===== src/rtl/timer_multi_if.sv =====
// Register-bus bundle for timer_multi: select, strobes, address, write data, registered read data.
interface timer_multi_if #(
  parameter int unsigned NCH = 4,
  parameter int unsigned AW  = $clog2(NCH) + 2
);
  logic          sel;
  logic          wr_en;
  logic          rd_en;
  logic [AW-1:0] addr;
  logic [31:0]   wdata;
  logic [31:0]   rdata;

  modport master (output sel, wr_en, rd_en, addr, wdata, input rdata);
  modport slave  (input sel, wr_en, rd_en, addr, wdata, output rdata);
endinterface


===== src/rtl/timer_multi.sv =====
// Multi-channel prescaled down-counter timer with one-shot/periodic modes,
// sticky W1C timeout status per channel and an OR-combined interrupt.
module timer_multi #(
  parameter int unsigned NCH     = 4,
  parameter int unsigned WIDTH   = 32,
  parameter int unsigned PRESC_W = 8,
  parameter int unsigned AW      = $clog2(NCH) + 2
) (
  input  logic            clk,
  input  logic            rst,
  timer_multi_if.slave    bus,
  output logic [NCH-1:0]  timeout_o,
  output logic            irq_o
);

  localparam logic [1:0] REG_CTRL   = 2'd0;
  localparam logic [1:0] REG_LOAD   = 2'd1;
  localparam logic [1:0] REG_VALUE  = 2'd2;
  localparam logic [1:0] REG_STATUS = 2'd3;

  logic [NCH-1:0]     en_q, en_d;
  logic [NCH-1:0]     mode_q, mode_d;
  logic [NCH-1:0]     pen_q, pen_d;
  logic [NCH-1:0]     ie_q, ie_d;
  logic [NCH-1:0]     status_q, status_d;
  logic [PRESC_W-1:0] div_q   [NCH];
  logic [PRESC_W-1:0] div_d   [NCH];
  logic [PRESC_W-1:0] presc_q [NCH];
  logic [PRESC_W-1:0] presc_d [NCH];
  logic [WIDTH-1:0]   load_q  [NCH];
  logic [WIDTH-1:0]   load_d  [NCH];
  logic [WIDTH-1:0]   value_q [NCH];
  logic [WIDTH-1:0]   value_d [NCH];
  logic [31:0]        rdata_q, rdata_d;

  logic [AW-1:0]      ch_c;
  logic [1:0]         reg_c;
  logic               valid_c;
  logic               wr_c;
  logic               rd_c;
  logic [NCH-1:0]     hit_c;
  logic [NCH-1:0]     tick_c;
  logic [NCH-1:0]     set_c;
  logic               unused_wdata_c;

  assign ch_c           = bus.addr >> 2;
  assign reg_c          = bus.addr[1:0];
  assign valid_c        = 32'(ch_c) < NCH;
  assign wr_c           = bus.sel & bus.wr_en & valid_c;
  assign rd_c           = bus.sel & bus.rd_en & valid_c;
  assign unused_wdata_c = ^bus.wdata;

  // Per-channel counting, then bus writes layered on top so they take priority.
  always_comb begin
    en_d     = en_q;
    mode_d   = mode_q;
    pen_d    = pen_q;
    ie_d     = ie_q;
    status_d = status_q;
    hit_c    = '0;
    tick_c   = '0;
    set_c    = '0;
    for (int i = 0; i < NCH; i++) begin
      div_d[i]   = div_q[i];
      load_d[i]  = load_q[i];
      value_d[i] = value_q[i];
      presc_d[i] = presc_q[i];
      hit_c[i]   = wr_c && (ch_c == AW'(i));

      if (!en_q[i]) begin
        value_d[i] = load_q[i];
        presc_d[i] = '0;
      end else begin
        tick_c[i]  = !pen_q[i] || (presc_q[i] == div_q[i]);
        presc_d[i] = tick_c[i] ? '0 : presc_q[i] + PRESC_W'(1);
        if (tick_c[i]) begin
          if (value_q[i] > WIDTH'(1)) begin
            value_d[i] = value_q[i] - WIDTH'(1);
          end else begin
            set_c[i] = (value_q[i] == WIDTH'(1));
            if (mode_q[i]) begin
              value_d[i] = load_q[i];
            end else begin
              value_d[i] = '0;
              en_d[i]    = 1'b0;
            end
          end
        end
      end

      if (hit_c[i]) begin
        case (reg_c)
          REG_CTRL: begin
            en_d[i]   = bus.wdata[0];
            mode_d[i] = bus.wdata[1];
            pen_d[i]  = bus.wdata[2];
            ie_d[i]   = bus.wdata[3];
            div_d[i]  = bus.wdata[8 +: PRESC_W];
          end
          REG_LOAD:   load_d[i] = bus.wdata[WIDTH-1:0];
          REG_STATUS: if (bus.wdata[0]) status_d[i] = 1'b0;
          default: ;
        endcase
      end

      // A timeout landing on the same edge as a W1C must not be lost.
      if (set_c[i]) status_d[i] = 1'b1;
    end
  end

  // Read mux returns pre-edge register contents; invalid channels read zero.
  always_comb begin
    rdata_d = rdata_q;
    if (bus.sel && bus.rd_en) begin
      rdata_d = '0;
      if (rd_c) begin
        for (int i = 0; i < NCH; i++) begin
          if (ch_c == AW'(i)) begin
            case (reg_c)
              REG_CTRL: begin
                rdata_d[0]             = en_q[i];
                rdata_d[1]             = mode_q[i];
                rdata_d[2]             = pen_q[i];
                rdata_d[3]             = ie_q[i];
                rdata_d[8 +: PRESC_W]  = div_q[i];
              end
              REG_LOAD:   rdata_d[WIDTH-1:0] = load_q[i];
              REG_VALUE:  rdata_d[WIDTH-1:0] = value_q[i];
              REG_STATUS: rdata_d[0]         = status_q[i];
              default: ;
            endcase
          end
        end
      end
    end
  end

  always_ff @(posedge clk or posedge rst) begin
    if (rst) begin
      en_q     <= '0;
      mode_q   <= '0;
      pen_q    <= '0;
      ie_q     <= '0;
      status_q <= '0;
      rdata_q  <= '0;
      for (int i = 0; i < NCH; i++) begin
        div_q[i]   <= '0;
        presc_q[i] <= '0;
        load_q[i]  <= '0;
        value_q[i] <= '0;
      end
    end else begin
      en_q     <= en_d;
      mode_q   <= mode_d;
      pen_q    <= pen_d;
      ie_q     <= ie_d;
      status_q <= status_d;
      rdata_q  <= rdata_d;
      for (int i = 0; i < NCH; i++) begin
        div_q[i]   <= div_d[i];
        presc_q[i] <= presc_d[i];
        load_q[i]  <= load_d[i];
        value_q[i] <= value_d[i];
      end
    end
  end

  assign bus.rdata = rdata_q;
  assign timeout_o = status_q;
  assign irq_o     = |(status_q & ie_q);

endmodule


===== src/flat_wrapper.sv =====
// flat-port wrapper written by rule: the top's interface ports become plain ports
module timer_multi_flat 
#(
  parameter int unsigned NCH     = 4,
  parameter int unsigned WIDTH   = 32,
  parameter int unsigned PRESC_W = 8,
  parameter int unsigned AW      = $clog2(NCH) + 2
)
  (clk, rst, timeout_o, irq_o, bus_sel, bus_wr_en, bus_rd_en, bus_addr, bus_wdata, bus_rdata);
  timer_multi_if #(.NCH(NCH), .AW(AW)) bus_i ();
  input  logic clk;
  input  logic rst;
  output logic [NCH-1:0] timeout_o;
  output logic irq_o;
  input wire logic [$bits(bus_i.sel)-1:0] bus_sel;
  input wire logic [$bits(bus_i.wr_en)-1:0] bus_wr_en;
  input wire logic [$bits(bus_i.rd_en)-1:0] bus_rd_en;
  input wire logic [$bits(bus_i.addr)-1:0] bus_addr;
  input wire logic [$bits(bus_i.wdata)-1:0] bus_wdata;
  output wire logic [$bits(bus_i.rdata)-1:0] bus_rdata;
  assign bus_i.sel = bus_sel;
  assign bus_i.wr_en = bus_wr_en;
  assign bus_i.rd_en = bus_rd_en;
  assign bus_i.addr = bus_addr;
  assign bus_i.wdata = bus_wdata;
  assign bus_rdata = bus_i.rdata;
  timer_multi #(.NCH(NCH), .WIDTH(WIDTH), .PRESC_W(PRESC_W), .AW(AW)) u_core (.clk(clk), .rst(rst), .bus(bus_i), .timeout_o(timeout_o), .irq_o(irq_o));
endmodule

===== config.mk =====
export PLATFORM = sky130hd
export DESIGN_NAME = timer_multi_flat
export DESIGN_NICKNAME = d
export VERILOG_FILES = /design/src/rtl/timer_multi_if.sv /design/src/rtl/timer_multi.sv /design/src/flat_wrapper.sv
export SDC_FILE = /design/constraint.sdc
export NUM_CORES = 1
export LEC_CHECK = 0
export CORE_MARGIN = 5
export CORE_UTILIZATION = 30
export DETAILED_ROUTE_END_ITERATION = 6
export HOLD_SLACK_MARGIN = 0.08
export PLACE_DENSITY = 0.49
export RECOVER_POWER = 25
export SETUP_SLACK_MARGIN = 0.05
export SKIP_CTS_REPAIR_TIMING = 1
export SYNTH_ARGS = -nofsm -noshare
export SYNTH_HDL_FRONTEND = slang
export SYNTH_SLANG_ARGS = --single-unit

===== constraint.sdc =====
create_clock -name clk -period 18 [get_ports clk]
set_clock_uncertainty 0.2 [all_clocks]
set_input_delay 3.6 -clock clk [delete_from_list [all_inputs] [get_ports clk]]
set_output_delay 3.6 -clock clk [all_outputs]
set_load 0.1 [all_outputs]

==> reports/results.txt <==
Crit end category: async pin
Clock Latency Late Sink: 0.59 ns
Fmax: 117 MHz
Die height: 271 microns
Mapped cell area: 20500 sq um
Top-count cell post-synth: dfrtp_1
Root buffer cell: clkbuf_16
Worst-margin pin slew: 6.28 ns
CP arrival: 8.92 ns
Post-synth EDFFs: 0
Via-to-Cell Ratio: 6.04
Largest net degree at the start of global routing: 132
PnR Total Power: 3.48 mW
Drt drc: 0
Max Slew Vio Count: 265
Initial DRC Count: 2375
Final setup TNS: 0 ns
Hold WC Path Type: reg2reg
Die area: 73700 sq um
Top cell type's share of synthesized area: 45.4%
Minimum clock period: 8.55 ns
Layout Nets: 2115
Hold Vio Cnt, Final: 0
Clock Path Buffers: 3
Number of cell rows: 95
CP endpoint: u_core.div_q[9]$_DFFE_PP0P_
Post-DP HPWL: 55800 microns
Hold depth: 2
FF+latch count, synth: 372
Outcome: complete, but fails checks
Setup CP Type: in2async
Top post-synthesis cells by area: dfrtp_1 45%, mux2_2 9.2%, o21ai_0 3.4%
Synth warnings: 0
Crit Path Max Fanout: 131
Relative slew slack: -321%
R2r setup slk: 11.62 ns
Kind of start point of the critical path: input port
Part of the cycle the worst path needs: 47.5%
Drt pass-1 iters: 6
FF-to-FF Start: u_core.value_q[80]$_DFFE_PP0P_
WL/cell: 26.6 microns
Vias in the first global route: 17200
Post-synth top cells: 372 x dfrtp_1, 167 x mux2_2, 155 x nand2_1
Final GP Congestion: 0.874
Syn nets: 2110
Clock transition at the registers of the reported paths: 0.06 ns
Peak supply drop: 0.0735 mV
First-pass GRT wire length: 117000 microns
Post-synth ARST share: 100%
Boundary pin count: 78
Total gr overflow: 0
Gr usage total: 20.6%
Worst path required time: 18.37 ns
RSZ-0062 raised after global routing: false
Initial core utilization: 30.4%
Reg2reg path depth: 6
Cts bufs inserted: 46
Leak pwr: 9.42 nW
Final setup fails: 0
Failing checks: capacitance limit, slew limit
Synth unique cells: 78
Core Region: 67500 sq um
Share of layout cells above drive strength 1: 14.4%
CTS tree: built
Critical path origin: rst
Post-synth top flop: dfrtp_1
Clock sink count: 372
Initial antenna violation count: 3
Share of the yosys chip area belonging to registers: 45.4%
Antenna diodes: 0
I/O Buffers: 77
Gate Count Post-Synth: 2051
Mapped Avg Cell Area: 10.0 sq um
Post-Route WL: 78900 microns
Final ANT Viol Nets: 0
Max_cap viols: 7
Power density over the cells: 148 nW/um^2
Synth area leader: dfrtp_1
# H-tree levels: 2
Detailed-route via count: 17900
R2R Path End: u_core.value_q[95]$_DFFE_PP0P_
Area growth, synth to finish: 14.9%
Die X: 271 microns
-- power by group --
group / switching [mW] / internal [mW] / total, mW
clock: 0.383 / 0.579 / 0.962
combinational: 0.705 / 0.428 / 1.13
sequential: 0.330 / 1.06 / 1.39
-- worst min path at each step --
stage / from / endpoint / slack [ns]
6_report: u_core.bus.rdata[25]$_DFFE_PP0P_ / u_core.bus.rdata[25]$_DFFE_PP0P_ / 0.28
5_1_grt: u_core.bus.rdata[16]$_DFFE_PP0P_ / u_core.bus.rdata[16]$_DFFE_PP0P_ / 0.30
4_1_cts: u_core.bus.rdata[25]$_DFFE_PP0P_ / u_core.bus.rdata[25]$_DFFE_PP0P_ / 0.29
3_5_place_dp: u_core.bus.rdata[25]$_DFFE_PP0P_ / u_core.bus.rdata[25]$_DFFE_PP0P_ / 0.27
3_3_place_gp: u_core.bus.rdata[18]$_DFFE_PP0P_ / u_core.bus.rdata[18]$_DFFE_PP0P_ / 0.26
2_1_floorplan: u_core.load_q[105]$_DFFE_PP0P_ / u_core.value_q[105]$_DFFE_PP0P_ / 0.26
-- worst max-delay path: stages --
cell	delay (ns)
dlygate4sd3_1	0.55
clkinvlp_2	3.44
buf_4	1.12
-- layout make-up --
type	count	area (sq um)
multi-input cells	1484	10500
inverters	39	148
well taps	873	1090
flip-flops and latches	372	9310
clock inverters	15	193
fillers	6856	44000
repair buffers	113	986
clock buffers	69	1360
-- metrics by stage --
step | worst slack [ns] | instances | cell area (sq um) | utilization, % | hold WS, ns
after floorplan | 3.87 | 2051 | 20500 | - | 0.256
after global placement | 10.20 | 2881 | 22100 | 32.7 | 0.263
after detailed placement | 10.17 | 2881 | 22100 | 32.7 | 0.273
after CTS | 10.78 | 2965 | 23600 | 35.0 | 0.286
after global routing | 8.32 | 2965 | 23600 | 34.9 | 0.299
final | 9.45 | 2965 | 23600 | 34.9 | 0.283
-- cell usage in the layout (no fill, tap or decap), types with 35 or more instances in the layout --
cell,netlist,final
a22oi_1,59,59
nand3_1,59,59
inv_1,38,37
xnor2_1,49,49
nand2_1,155,155
a221oi_1,42,42
nor3_1,68,68
mux2_2,167,167
a21oi_1,91,91
nor2_1,121,119
dfrtp_1,372,372
o21ai_0,139,140
clkbuf_16,0,47
clkdlybuf4s50_1,0,74
a222oi_1,35,35
-- kinds of logic after synthesis --
family	synth area share, %
AO/OA/AOI/OAI	21.6
XOR/XNOR	3.37
adder cells (fa/ha/maj)	1.10
buffers and inverters	3.80
flip-flops	45.4
multiplexers	11.2
AND/OR/NAND/NOR	13.6
-- layer usage --
metal  wire [microns]  GRT usage [%]
met5               15              0
met4             3560           8.25
met3             6920           4.80
met2            33400           30.0
met1            35000           29.7
-- registers in the layout, summed over array words and instances, names as in the netlist --
name,count
u_core.load_q,128
u_core.value_q,128
u_core.bus.rdata,32
u_core.div_q,32
u_core.presc_q,32
u_core.en_q,4
u_core.ie_q,4
u_core.mode_q,4
u_core.pen_q,4
u_core.timeout_o,4
No activity file was read; power rests on OpenSTA's default activity.
